### config.mk
export PLATFORM = sky130hd
export DESIGN_NAME = ps2_key_decoder
export DESIGN_NICKNAME = d
export VERILOG_FILES = /design/src/rtl/ps2_pkg.sv /design/src/rtl/ps2_frame_rx.sv /design/src/rtl/ps2_key_decoder.sv
export SDC_FILE = /design/constraint.sdc
export NUM_CORES = 1
export LEC_CHECK = 0
export ABC_AREA = 0
export CAP_MARGIN = 20
export CORE_MARGIN = 1.5
export CORE_UTILIZATION = 34
export CTS_BUF_LIST = sky130_fd_sc_hd__clkbuf_2 sky130_fd_sc_hd__clkbuf_4 sky130_fd_sc_hd__clkbuf_8
export DETAILED_ROUTE_END_ITERATION = 6
export PLACE_DENSITY_LB_ADDON = 0.12
export SLEW_MARGIN = 20
export SYNTH_ARGS = -nofsm -noshare
export SYNTH_HDL_FRONTEND = slang
export SYNTH_HIERARCHICAL = 1
export SYNTH_SLANG_ARGS = --single-unit
### constraint.sdc
create_clock -name Clk -period 5.6 [get_ports Clk]
set_input_delay 0.84 -clock Clk [delete_from_list [all_inputs] [get_ports Clk]]
set_output_delay 0.84 -clock Clk [all_outputs]
set_load 0.01 [all_outputs]
### src/rtl/ps2_pkg.sv
// Shared types and constants for the PS/2 key decoder: event record,
// prefix byte codes, frame/decode state encodings and small helpers.
package ps2_pkg;

  localparam logic [7:0] PS2_EXT   = 8'hE0;
  localparam logic [7:0] PS2_BREAK = 8'hF0;
  localparam logic [7:0] PS2_PAUSE = 8'hE1;

  typedef struct packed {
    logic       ext;
    logic [7:0] code;
    logic       press;
  } key_event_t;

  typedef enum logic [1:0] {
    DEC_BASE,
    DEC_EXT,
    DEC_BRK,
    DEC_EXT_BRK
  } dec_state_t;

  typedef enum logic [1:0] {
    FRM_IDLE,
    FRM_DATA,
    FRM_PARITY,
    FRM_STOP
  } frm_state_t;

  // PS/2 parity is odd over the eight data bits plus the parity bit.
  function automatic logic odd_weight(input logic [7:0] data, input logic par);
    return ^{data, par};
  endfunction

  // Expected byte at each position of the Pause make sequence.
  function automatic logic [7:0] pause_byte(input logic [2:0] idx);
    case (idx)
      3'd0:    return 8'hE1;
      3'd1:    return 8'h14;
      3'd2:    return 8'h77;
      3'd3:    return 8'hE1;
      3'd4:    return 8'hF0;
      3'd5:    return 8'h14;
      3'd6:    return 8'hF0;
      default: return 8'h77;
    endcase
  endfunction

endpackage

### src/rtl/ps2_frame_rx.sv
// PS/2 device-to-host frame receiver: pin synchronisers, sample-tick
// divider, psClk glitch filter, frame FSM with parity/stop checks and a
// stall timeout. Emits a byte with a one-Clk strobe, or a one-Clk error.
module ps2_frame_rx
  import ps2_pkg::*;
#(
  parameter int SAMPLE_DIV    = 64,
  parameter int FILTER_LEN    = 4,
  parameter int TIMEOUT_TICKS = 2048
) (
  input  logic       Clk,
  input  logic       reset,
  input  logic       psClk,
  input  logic       psData,
  output logic [7:0] rx_byte,
  output logic       rx_strobe,
  output logic       rx_err
);

  localparam int DIV_W  = $clog2(SAMPLE_DIV);
  localparam int FILT_W = $clog2(FILTER_LEN + 1);
  localparam int TO_W   = $clog2(TIMEOUT_TICKS + 1);

  localparam logic [DIV_W-1:0]  DIV_LAST  = DIV_W'(SAMPLE_DIV - 1);
  localparam logic [FILT_W-1:0] FILT_LAST = FILT_W'(FILTER_LEN - 1);
  localparam logic [TO_W-1:0]   TO_LAST   = TO_W'(TIMEOUT_TICKS - 1);

  logic [1:0]        clk_sync;
  logic [1:0]        data_sync;
  logic [DIV_W-1:0]  div_cnt;
  logic              tick;
  logic              filt_clk;
  logic [FILT_W-1:0] filt_cnt;
  logic              differ;
  logic              fall;
  logic              data_s;

  frm_state_t        state;
  logic [2:0]        bit_idx;
  logic [7:0]        shreg;
  logic              par_ok;
  logic [TO_W-1:0]   to_cnt;

  // Two-flop synchronisers; idle-high reset value avoids a phantom edge.
  always_ff @(posedge Clk) begin
    // NOTE: sequential state uses <= so every flop samples pre-edge values.
    if (reset) begin
      clk_sync  <= 2'b11;
      data_sync <= 2'b11;
    end else begin
      clk_sync  <= {clk_sync[0], psClk};
      data_sync <= {data_sync[0], psData};
    end
  end

  assign data_s = data_sync[1];
  assign tick   = (div_cnt == DIV_LAST);

  // Free-running divider; SAMPLE_DIV is a power of two so it wraps itself.
  always_ff @(posedge Clk) begin
    if (reset) div_cnt <= '0;
    else       div_cnt <= div_cnt + DIV_W'(1);
  end

  assign differ = (clk_sync[1] != filt_clk);
  assign fall   = tick && differ && filt_clk && (filt_cnt == FILT_LAST);

  // Filtered psClk flips only after FILTER_LEN consecutive differing ticks.
  always_ff @(posedge Clk) begin
    if (reset) begin
      filt_clk <= 1'b1;
      filt_cnt <= '0;
    end else if (tick) begin
      if (!differ) begin
        filt_cnt <= '0;
      end else if (filt_cnt == FILT_LAST) begin
        filt_clk <= clk_sync[1];
        filt_cnt <= '0;
      end else begin
        filt_cnt <= filt_cnt + FILT_W'(1);
      end
    end
  end

  // Frame FSM: start, 8 data bits LSB first, parity, stop; plus stall timeout.
  always_ff @(posedge Clk) begin
    if (reset) begin
      state     <= FRM_IDLE;
      bit_idx   <= '0;
      shreg     <= '0;
      par_ok    <= 1'b0;
      to_cnt    <= '0;
      rx_byte   <= '0;
      rx_strobe <= 1'b0;
      rx_err    <= 1'b0;
    end else begin
      rx_strobe <= 1'b0;
      rx_err    <= 1'b0;
      if (state != FRM_IDLE && tick && !fall && to_cnt == TO_LAST) begin
        state  <= FRM_IDLE;
        to_cnt <= '0;
        rx_err <= 1'b1;
      end else begin
        if (tick && state != FRM_IDLE)
          to_cnt <= fall ? '0 : to_cnt + TO_W'(1);
        if (fall) begin
          case (state)
            FRM_IDLE: begin
              if (!data_s) begin
                state   <= FRM_DATA;
                bit_idx <= '0;
                to_cnt  <= '0;
              end
            end
            FRM_DATA: begin
              shreg   <= {data_s, shreg[7:1]};
              bit_idx <= bit_idx + 3'd1;
              if (bit_idx == 3'd7) state <= FRM_PARITY;
            end
            FRM_PARITY: begin
              par_ok <= odd_weight(shreg, data_s);
              state  <= FRM_STOP;
            end
            FRM_STOP: begin
              if (par_ok && data_s) begin
                rx_byte   <= shreg;
                rx_strobe <= 1'b1;
              end else begin
                rx_err <= 1'b1;
              end
              state <= FRM_IDLE;
            end
            default: state <= FRM_IDLE;
          endcase
        end
      end
    end
  end

endmodule

### src/rtl/ps2_key_decoder.sv
// PS/2 keyboard key decoder: frame receiver, E0/F0 prefix decoding,
// held-key table for typematic suppression and an event FIFO with a
// valid/ready handshake.
// Optional: define PS2_E1_PAUSE_EN to collapse the 8-byte Pause sequence
// into a single extended make event for code 0x77.
module ps2_key_decoder
  import ps2_pkg::*;
#(
  parameter int SAMPLE_DIV    = 64,
  parameter int FILTER_LEN    = 4,
  parameter int TIMEOUT_TICKS = 2048,
  parameter int MAX_KEYS      = 4,
  parameter int FIFO_DEPTH    = 8
) (
  input  logic                          Clk,
  input  logic                          reset,
  input  logic                          psClk,
  input  logic                          psData,
  output logic                          ev_valid,
  input  logic                          ev_ready,
  output logic [7:0]                    ev_code,
  output logic                          ev_ext,
  output logic                          ev_press,
  output logic [$clog2(MAX_KEYS+1)-1:0] held_count,
  output logic                          frame_err,
  output logic                          fifo_ovf
);

  localparam int CNT_W  = $clog2(MAX_KEYS + 1);
  localparam int SLOT_W = (MAX_KEYS > 1) ? $clog2(MAX_KEYS) : 1;
  localparam int PTR_W  = $clog2(FIFO_DEPTH);
  localparam int FCNT_W = PTR_W + 1;

  logic [7:0] rx_byte;
  logic       rx_strobe;
  logic       rx_err;

  ps2_frame_rx #(
    .SAMPLE_DIV   (SAMPLE_DIV),
    .FILTER_LEN   (FILTER_LEN),
    .TIMEOUT_TICKS(TIMEOUT_TICKS)
  ) u_frame_rx (
    .Clk      (Clk),
    .reset    (reset),
    .psClk    (psClk),
    .psData   (psData),
    .rx_byte  (rx_byte),
    .rx_strobe(rx_strobe),
    .rx_err   (rx_err)
  );

  assign frame_err = rx_err;

  // ---------------------------------------------------------------- decode
  dec_state_t dec_state, dec_next;
  logic       decode_byte;
  logic       emit;
  logic       ev_track;
  key_event_t ev;

`ifdef PS2_E1_PAUSE_EN
  logic       pause_act, pause_act_n;
  logic [2:0] pause_idx, pause_idx_n;
`endif

  // Prefix decoding: turns each delivered byte into at most one event.
  always_comb begin
    // NOTE: every variable gets a default first so no path infers a latch.
    dec_next    = dec_state;
    decode_byte = 1'b0;
    emit        = 1'b0;
    ev_track    = 1'b0;
    ev          = '0;
`ifdef PS2_E1_PAUSE_EN
    pause_act_n = pause_act;
    pause_idx_n = pause_idx;
`endif
    if (rx_err) begin
      dec_next = DEC_BASE;
`ifdef PS2_E1_PAUSE_EN
      pause_act_n = 1'b0;
`endif
    end else if (rx_strobe) begin
`ifdef PS2_E1_PAUSE_EN
      if (pause_act) begin
        if (rx_byte == pause_byte(pause_idx)) begin
          if (pause_idx == 3'd7) begin
            emit        = 1'b1;
            ev.ext      = 1'b1;
            ev.code     = 8'h77;
            ev.press    = 1'b1;
            pause_act_n = 1'b0;
          end else begin
            pause_idx_n = pause_idx + 3'd1;
          end
        end else begin
          pause_act_n = 1'b0;
        end
      end else if (dec_state == DEC_BASE && rx_byte == PS2_PAUSE) begin
        pause_act_n = 1'b1;
        pause_idx_n = 3'd1;
      end else begin
        decode_byte = 1'b1;
      end
`else
      // Without Pause support the E1 prefix is simply dropped.
      decode_byte = (rx_byte != PS2_PAUSE);
`endif
    end

    if (decode_byte) begin
      if (rx_byte == PS2_EXT && dec_state == DEC_BASE) begin
        dec_next = DEC_EXT;
      end else if (rx_byte == PS2_BREAK && dec_state == DEC_BASE) begin
        dec_next = DEC_BRK;
      end else if (rx_byte == PS2_BREAK && dec_state == DEC_EXT) begin
        dec_next = DEC_EXT_BRK;
      end else begin
        emit     = 1'b1;
        ev_track = 1'b1;
        ev.code  = rx_byte;
        ev.ext   = (dec_state == DEC_EXT) || (dec_state == DEC_EXT_BRK);
        ev.press = (dec_state == DEC_BASE) || (dec_state == DEC_EXT);
        dec_next = DEC_BASE;
      end
    end
  end

  // Decode state register (and Pause sequence tracker when enabled).
  always_ff @(posedge Clk) begin
    if (reset) begin
      dec_state <= DEC_BASE;
`ifdef PS2_E1_PAUSE_EN
      pause_act <= 1'b0;
      pause_idx <= '0;
`endif
    end else begin
      dec_state <= dec_next;
`ifdef PS2_E1_PAUSE_EN
      pause_act <= pause_act_n;
      pause_idx <= pause_idx_n;
`endif
    end
  end

  // ------------------------------------------------------------ held table
  logic [MAX_KEYS-1:0] slot_valid, slot_valid_n;
  logic [8:0]          slot_key [MAX_KEYS];
  logic [MAX_KEYS-1:0] hit_vec;
  logic                free_found;
  logic [SLOT_W-1:0]   free_idx;
  logic                ins;
  logic                push;

  // Match {ext, code}, pick the lowest free slot, decide suppress/insert/clear.
  always_comb begin
    hit_vec      = '0;
    free_found   = 1'b0;
    free_idx     = '0;
    ins          = 1'b0;
    push         = emit;
    slot_valid_n = slot_valid;
    for (int i = 0; i < MAX_KEYS; i++)
      hit_vec[i] = slot_valid[i] && (slot_key[i] == {ev.ext, ev.code});
    for (int i = MAX_KEYS - 1; i >= 0; i--) begin
      if (!slot_valid[i]) begin
        free_found = 1'b1;
        free_idx   = SLOT_W'(i);
      end
    end
    if (emit && ev_track) begin
      if (ev.press) begin
        if (|hit_vec) begin
          push = 1'b0;
        end else if (free_found) begin
          ins                    = 1'b1;
          slot_valid_n[free_idx] = 1'b1;
        end
      end else begin
        slot_valid_n = slot_valid & ~hit_vec;
      end
    end
  end

  // Slot valid bits.
  always_ff @(posedge Clk) begin
    if (reset) slot_valid <= '0;
    else       slot_valid <= slot_valid_n;
  end

  // Slot key storage.
  always_ff @(posedge Clk) begin
    // NOTE: storage arrays are left unreset; the reset valid bits/pointers gate them.
    if (ins) slot_key[free_idx] <= {ev.ext, ev.code};
  end

  // Number of occupied slots.
  always_comb begin
    held_count = '0;
    for (int i = 0; i < MAX_KEYS; i++)
      held_count = held_count + CNT_W'(slot_valid[i]);
  end

  // ------------------------------------------------------------------ FIFO
  key_event_t         fifo_mem [FIFO_DEPTH];
  logic [PTR_W-1:0]   wr_ptr, rd_ptr, rd_ptr_n;
  logic [FCNT_W-1:0]  fifo_cnt, cnt_n;
  logic               full;
  logic               pop;
  logic               push_ok;
  key_event_t         head_n;

  assign full    = (fifo_cnt == FCNT_W'(FIFO_DEPTH));
  assign pop     = ev_valid && ev_ready;
  assign push_ok = push && (!full || pop);

  // Next pointers/count and the next registered head entry.
  always_comb begin
    rd_ptr_n = rd_ptr + PTR_W'(pop);
    cnt_n    = fifo_cnt + FCNT_W'(push_ok) - FCNT_W'(pop);
    head_n   = '0;
    if (cnt_n != '0)
      head_n = (push_ok && fifo_cnt == FCNT_W'(pop)) ? ev : fifo_mem[rd_ptr_n];
  end

  // Event storage.
  always_ff @(posedge Clk) begin
    if (push_ok) fifo_mem[wr_ptr] <= ev;
  end

  // FIFO control, registered head outputs and sticky overflow flag.
  always_ff @(posedge Clk) begin
    if (reset) begin
      wr_ptr   <= '0;
      rd_ptr   <= '0;
      fifo_cnt <= '0;
      ev_valid <= 1'b0;
      ev_ext   <= 1'b0;
      ev_code  <= '0;
      ev_press <= 1'b0;
      fifo_ovf <= 1'b0;
    end else begin
      if (push_ok) wr_ptr <= wr_ptr + PTR_W'(1);
      rd_ptr   <= rd_ptr_n;
      fifo_cnt <= cnt_n;
      ev_valid <= (cnt_n != '0);
      {ev_ext, ev_code, ev_press} <= head_n;
      if (push && !push_ok) fifo_ovf <= 1'b1;
    end
  end

endmodule

* After elaboration in Yosys (flattened, before gate mapping) *
Memories as Yosys holds them, arrays and structs flattened.
Cells that the tools add are included.

operators by class
  add/subtract/negate cells = 11
  magnitude comparators = 2
  equal/unequal tests = 23
  mux-type cells = 57
  bitwise logic cells = 7
  reductions and logical operators = 43

operator list
  operator               number
  $mux 12                5
  $mux 10                5
  $eq 9x9->1             4
  $mux 1                 27
  $mux 2                 11
  $logic_and 1x1->1      19
  $eq 8x8->1 const B     2
  $reduce_and 3->1       5
  $add 12x1->12 const B  1
  $eq 12x11->1 const B   1
  $mux 4                 3
  $add 3x1->3 const B    3
  $mux 3                 3
  $reduce_xor 9->1       1
  $ne 8x8->1 const B     1
  $pmux 2 s4             1
  $reduce_and 4->1       2
  $reduce_or 4->1        2
  $add 3x1->3            2
  $add 6x1->6 const B    1
  $eq 2x2->1 const B     3
  $eq 6x6->1 const B     1
  $pmux 3 s2             1
  $reduce_bool 2->1      3
  24 further kinds       36

word-level totals
  bits in registers = 78
  RAM bits = 116
  input bits = 5
  memories = 2

memories
  name      words  width  read ports  clocked after memory_dff  write ports  RTL line                RTL
  fifo_mem  8      10     1           0                         1            ps2_key_decoder.sv:205  key_event_t fifo_mem [FIFO_DEPTH];
  slot_key  4      9      4           0                         1            ps2_key_decoder.sv:148  logic [8:0] slot_key [MAX_KEYS];

* Logic depth before layout (Yosys ltp) *
  depth after elaboration = 18
  gate-level depth with buffers = 21
  depth with buffers taken out = 19

* Cells and area by module *
The synthesis kept the hierarchy.

modules (own cells, without submodules)
  module           instances  cells each  area an instance (um^2)  sequential area each (um^2)
  ps2_key_decoder  1          504         6869.1                   4043.9
  ps2_frame_rx     1          253         2331.0                   1001.0

* Worst setup path before layout *
Ideal clock, no wire load.

  path kind = reg2reg
  start point = reg u_frame_rx.rx_byte[2]
  end point = reg ev_press
  data arrival time = 4103 ps
  slack = 1382 ps
  cell stages (with the launch flop) = 21
  buffers on the path = 2
  path through = dfxtp_1 buf_6 nand4bb_4 nor2_2 nand2_1 nand3_2 inv_2 or3_1 a22oi_1 and4_1 nand2_1 a31oi_2 nand2_1 ha_1 a21o_1 a21oi_1 xnor2_1 nor2_1 or4_1 clkbuf_1 and3_1

RTL lines
  what                    RTL line                RTL
  from (decl)             ps2_frame_rx.sv:15      output logic [7:0] rx_byte,
  from (signal assigned)  ps2_frame_rx.sv:126     rx_byte <= shreg;
  to (signal assigned)    ps2_key_decoder.sv:247  {ev_ext, ev_code, ev_press} <= head_n;
  to (decl)               ps2_key_decoder.sv:23   output logic ev_press,

==> metrics.md <==
| Metric | Value |
|---|---|
| Final setup vio count | 0 |
| Worst rel slew slack | about a third |
| Status | completed |
| Worst-Skew Late Latency | approximately 460 ps |
| PnR worst setup slack | 530 ps |
| Worst-margin pin slew | 1020 ps |
| Row count | 60 |
| Hold-fix buffers at CTS | 0 |
| RD Place Congestion | 0.831 |
| Crit path buffers/inverters | 1 |
| PwrDens | about 270 nW/µm² |
| Die ar. | 28100 µm² |
| Post-synthesis register bit count | 194 |
| CTS HTree Levels | 4 |
| Critical Path Start | u_frame_rx/rx_byte[2] |
| CP Depth | 19 |
| Hold Crit Class | flip-flop to flip-flop |
| Core area | 26700 µm² |
| CP top delay family | simple AND/OR/NAND/NOR gates |
| I/O Buffers | 20 |
| Shortest period the worst path allows | roughly 5100 ps |
| TritonCTS clock tree | done |
| Net Count, Synth | 784 |
| Final core occ | 38.4% |
| Critical path cell sequence | nand4bb_4, nor2_2, nand2_1, nand3_2, inv_2, or3_1, a22oi_1, and4_1, nand2_1, a31oi_2, nand2_1, ha_1, a21o_1, a21oi_1, xnor2_1, nor2_1, or4_1, o21ai_0, a311oi_1 |
| CP max-delay cell | or4_1 |
| TNS Setup | 0 ps |
| Worst EP arrival | 5380 ps |
| Via count | between 6k and 7k |
| Crit path max fanout | 18 |
| Clock sinks | 194 |
| Drt drc | 0 |
| RSZ-0062 raised after global routing | no |
| CP Class | flip-flop to flip-flop |
| Post-synth top flop | edfxtp_1 |
| Synthesized area per cell | 12.2 µm² |
| Synth Cell Area | roughly 9200 µm² |
| Crit path launch type | flip-flop |
| Root Driver | clkbuf_8 |
| Placed Area | 9850 µm² |
| FMAX | 0.197 GHz |
| Fin area | just over 10000 µm² |
| Clock Skew | 21.8 ps |
| Gr ovfl total | 0 |
| EDFF count, synth | 116 |
| Die X | 167 µm |
| Share of layout cells above drive strength 1 | 14.0% |
| YS warnings | 6 |
| R2R setup slack | 530 ps |
| Initial antenna violation count | 0 |
| Critical path's largest stage delay | 820 ps |
| Antenna cells | 0 |
| Cts bufs inserted | 17 |
| Period utilization | 90.5% |
| Final ANT Viol Nets | 0 |
| Max_cap viols | 0 |
| Pre-CTS WS | 474 ps |
| Element type at the critical path end | flip-flop |
| Pre-Repair DR Iteration Count | 5 |
| Origin of the critical flop-to-flop path | u_frame_rx/rx_byte[2] |
| Static Leak | 0.00358 µW |
| Total Nets Final | 800 |
| Sequential share of the synthesized area | 54.8% |
| Wire length per cell | 19.3 µm |
| Post-synth top area share | 37.9% |
| First DRT Iteration DRCs | 554 |
| Max-slew violation count | 0 |
| FF-to-FF End | ev_code[7] |
| Netlist cell types | 86 |
| Largest net degree at the start of global routing | 60 |
| Die height | 167 µm |
| Vias in the first global route | 6154 |
| DR vias/cell | 5.37 |
| I/O pins | 21 |
| First-pass GRT wire length | 34700 µm |
| CP required | about 5900 ps |
| Top cells by area, synth | edfxtp_1, dfxtp_1, mux4_2, mux2i_1, ha_1 |
| Hpwl dp | 15100 µm |
| Clk slew on worst S/H paths | 110 ps |
| Maximum buffer depth of the clock tree | 2 |
| Crit path capture | ev_code[7] |
| Worst VDD drop | 0.147 mV |
| Largest area contributor in the netlist | edfxtp_1 |
| Routed WL | between 20000 and 25000 µm |
| Cell mode on critical path | nand2_1 |
| Initial Util | 34.4% |
| Gate Count Post-Synth | 757 |
| GRT Overall Usage | 16.0% |
| Hold Vio Cnt, Final | 0 |
| Async S/R FF share, synth | 0% |
| R2R depth | 19 |
| P&R area growth vs syn | 11.6% |
==> layout make-up <==
cell class | instances | area [µm²]
clock buffer | 17 | 234
clock inverter | 15 | 185
fill | 2552 | 16500
inverter | 21 | 78.8
multi-input combinational | 503 | 3990
sequential | 194 | 5050
tap | 341 | 427
timing repair buffer | 36 | 315
==> cell families (layout without fill, tap and decap cells) <==
kind of cell,count (synthesis),count (layout),share of synthesized area [%]
AND/OR/NAND/NOR,256,256,16.7
flip-flops,194,194,54.8
AO/OA/AOI/OAI,131,131,9.82
buffers and inverters,60,89,2.86
multiplexers,55,55,8.81
XOR/XNOR,39,39,3.86
adder cells (fa/ha/maj),22,22,3.16
==> metal layers <==
metal / global-route usage [%] / vias up / share of wire (%)
met5: 0 / - / 0
met4: 5.29 / 0 / 1.9
met3: 2.58 / 23 / 2.5
met2: 26.8 / 105 / 49
met1: 21.3 / 3032 / 47
li1: - / 2897 / -
==> per-stage QoR <==
stage	power, µW	hold WS (ps)	cells
floorplan	1810	389	757
global route	2950	447	1127
detailed placement	1910	405	1095
global placement	1900	393	1095
finish	2820	432	1127
CTS	2870	435	1127
==> flip-flops by register name, summed over array words and instances, names as in the netlist, 2 cells and up <==
name,count
u_frame_rx/filt_cnt,3
ev_code,8
slot_valid,4
fifo_mem,80
slot_key,36
u_frame_rx/state,2
u_frame_rx/clk_sync,2
u_frame_rx/bit_idx,3
u_frame_rx/shreg,8
u_frame_rx/data_sync,2
rd_ptr,3
u_frame_rx/div_cnt,6
fifo_cnt,4
u_frame_rx/to_cnt,12
wr_ptr,3
u_frame_rx/rx_byte,8
dec_state,2
==> worst min-delay path by stage <==
| stage | start | to | slack (ps) | cells past startpoint |
|---|---|---|---|---|
| final | u_frame_rx/data_sync[0] | u_frame_rx/data_sync[1] | 430 | 1 |
| after global routing | u_frame_rx/data_sync[0] | u_frame_rx/data_sync[1] | 450 | 1 |
| after CTS | u_frame_rx/data_sync[0] | u_frame_rx/data_sync[1] | 430 | 1 |
| after detailed placement | u_frame_rx/data_sync[0] | u_frame_rx/data_sync[1] | 400 | 1 |
| after global placement | u_frame_rx/data_sync[0] | u_frame_rx/data_sync[1] | 390 | 1 |
| after floorplan | u_frame_rx/clk_sync[0] | u_frame_rx/clk_sync[1] | 390 | 1 |
==> power breakdown <==
part	internal, µW	switching [µW]
clock	349	599
combinational	139	202
sequential	1520	16.2
==> worst reg2reg max path: cells and delay by family, from the launching register on <==
family	cells	cell delay, ps
fa+ha+maj	1	300
flops	1	470
simple gates	10	2640
buf+inv	1	140
xor+xnor	1	160
compound gates	6	1210
==> what timing repair did <==
action,in CTS,in global routing
resized for setup,0,1
setup buffers,0,0
setup endpoints to repair,0,4
==> Yosys cell counts (all sizes together) (12+ instances only) <==
cell type    n
nand3       16
nand2       45
ha          20
nand2b      12
xnor2       26
clkbuf      14
inv         21
nor2b       23
a21oi       39
dfxtp       78
mux2i       30
mux4        20
o21ai       29
edfxtp     116
nor2        43
xor2        12
nand4       14
buf         25
nor3        18
==> cells in the final DEF (no fill, tap or decap), types with 14 or more instances in the layout <==
cell and count:
a21oi_1 39, buf_4 16, clkbuf_8 17, clkdlybuf4s50_1 19, dfxtp_1 77, edfxtp_1 116, ha_1 20, inv_1 20
mux2i_1 30, mux4_2 20, nand2_1 44, nand3_1 14, nand4_1 14, nor2_1 42, nor2b_1 23, nor3_1 15
o21ai_0 24, xnor2_1 26
No activity file was read; power rests on OpenSTA's default activity.
==> RTL change, RTL diff (same settings) <==
The option `PS2_E1_PAUSE_EN` is turned on by a define.
--- a/src/rtl/ps2_key_decoder.sv
+++ b/src/rtl/ps2_key_decoder.sv
@@ -3,6 +3,8 @@
 // valid/ready handshake.
 // Optional: define PS2_E1_PAUSE_EN to collapse the 8-byte Pause sequence
 // into a single extended make event for code 0x77.
+`define PS2_E1_PAUSE_EN
+
 module ps2_key_decoder
   import ps2_pkg::*;
 #(
Behaviour: no difference found for any inputs over 10 cycles, from zero or initial values and one cycle with reset high; that may be too few to reach the edited logic, so the function may still have changed.
==> RTL change against the original RTL <==
  * Wire length rose by 4.5%
  * Largest cell class unchanged
  * Clock skew increased by 9.9 ps
  * Synthesized area up 2.4%
  * Hold slack about the same
  * Sequential cell count is 4 higher
  * Critical endpoint is now ev_code[1]
  * Non-clock buffer count rose by 14
  * Via count rose by 4.6%
  * Cell area up 3.5%
  * Clock power about the same
  * Total power up 12%
  * Setup slack worse by 220 ps
==> RTL change: results (changes against the original RTL) <==
[outcome]
outcome = completed

[worst_setup_path]
arrival_ps = 5660  ; +280 ps
reg2reg_from = pause_idx[0]
critPathMaxFanout = 17  ; -1

[grt]
grt_usage = 0.166  ; +0.00562
grt_pass1_vias = 6458  ; +4.9%
grt_start_max_net_pins = 44  ; -27%
grt_pass1_wl_mm = 36.1  ; +4.0%

[route]
drtIter0Drc = 411  ; -26%
routed_wl_mm = 22.7  ; +4.5%
vias = 6337  ; +4.6%

[power_and_ir_drop]
p_leak_uw = 0.00345  ; -3.7%
peakVddDrop_mv = 0.183  ; +24%

[synthesis]
synth_area_leaders = edfxtp_1 (37%), dfxtp_1 (17%), mux4_2 (4.8%)
synth_xor_area_frac = 0.0386  ; about the same
yosysSeqAreaShare = 0.544  ; -0.00461
syn_avg_cell_area_um2 = 12.1  ; -0.45%
synth_nets = 812  ; +3.6%
synth_mux_area_frac = 0.0899  ; +0.00174
synth_fa_ha_area_frac = 0.0388  ; +0.00721
synthTopCellsByCount = edfxtp_1 (116), dfxtp_1 (82), nor2_1 (62), nand2_1 (36), mux2i_1 (34)

[place]
gp_congestion = 0.781  ; -5.9%
dpl.hpwl_mm = 15.5  ; +3.1%
place_area_um2 = 10200  ; +3.5%
dpl_worst_slack_ps = 180  ; -294 ps

[finish]
final_nets = 842  ; +5.3%
final_cells = 1194  ; +5.9%

[timing]
fin_skew_ps = 31.7  ; +9.94 ps
setup_ws_ps = 309  ; -221 ps
worst_slew_pin_slew_ps = 1090  ; +69.8 ps

[clock_network]
clock_latency_ps = 480  ; +20 ps

[RTL change: metal layers]
| metal | up-vias | routed length (um) | share of wire | track usage |
|---|---|---|---|---|
| met2 | 128 | 11100 | 0.49 | 0.286 |
| met1 | 3164 | 10300 | 0.45 | 0.210 |
| met4 | 0 | 506 | 0.022 | 0.0558 |
| li1 | 3019 | - | - | - |
| met5 | - | 0 | 0 | 0 |
| met3 | 26 | 797 | 0.035 | 0.0292 |
[RTL change: logic make-up after synthesis]
group,Yosys count
and+or+nand+nor,260
DFF,198
AOI/OAI and AO/OA,129
buffers and inverters,65
muxes,59
xor gates and xnor gates,40
adders and majority gates,28
[RTL change: power breakdown]
part | leakage, uW | total [uW] | internal [uW] | switching [uW]
clock | 0.000211 | 949 | 350 | 599
sequential | 0.00161 | 1600 | 1580 | 23.7
combinational | 0.00163 | 600 | 305 | 296
total | 0.00344 | 3150 | 2230 | 919
[RTL change: worst paths after layout]
kind                            endpoint  slack, ps  cells after the start
hold / removal    u_frame_rx/clk_sync[1]        430                      1
hold reg to reg   u_frame_rx/clk_sync[1]        430                      1
setup / recovery              ev_code[1]        310                     17
setup reg to reg              ev_code[1]        310                     17
[RTL change: critical path: stages, from the launching register on]
cell and delay (ps):
dfxtp_1 390, ha_1 250, ha_1 250, a211oi_4 330, xnor2_1 150, nor4_2 410
o221ai_4 340, and3b_1 290, o2111ai_1 260, a41oi_2 200, or2_1 270, mux2_2 270
ha_1 210, fa_1 390, xnor2_1 170, nor2_1 60, or4_1 740, o311a_1 190
[RTL change: area by class of cell]
cell class / instances / area, um^2
clock buffer: 17 / 234
tap: 372 / 465
sequential: 198 / 5120
multi-input combinational: 516 / 4100
timing repair buffer: 50 / 420
fill: 2558 / 16500
clock inverter: 15 / 193
inverter: 26 / 97.6
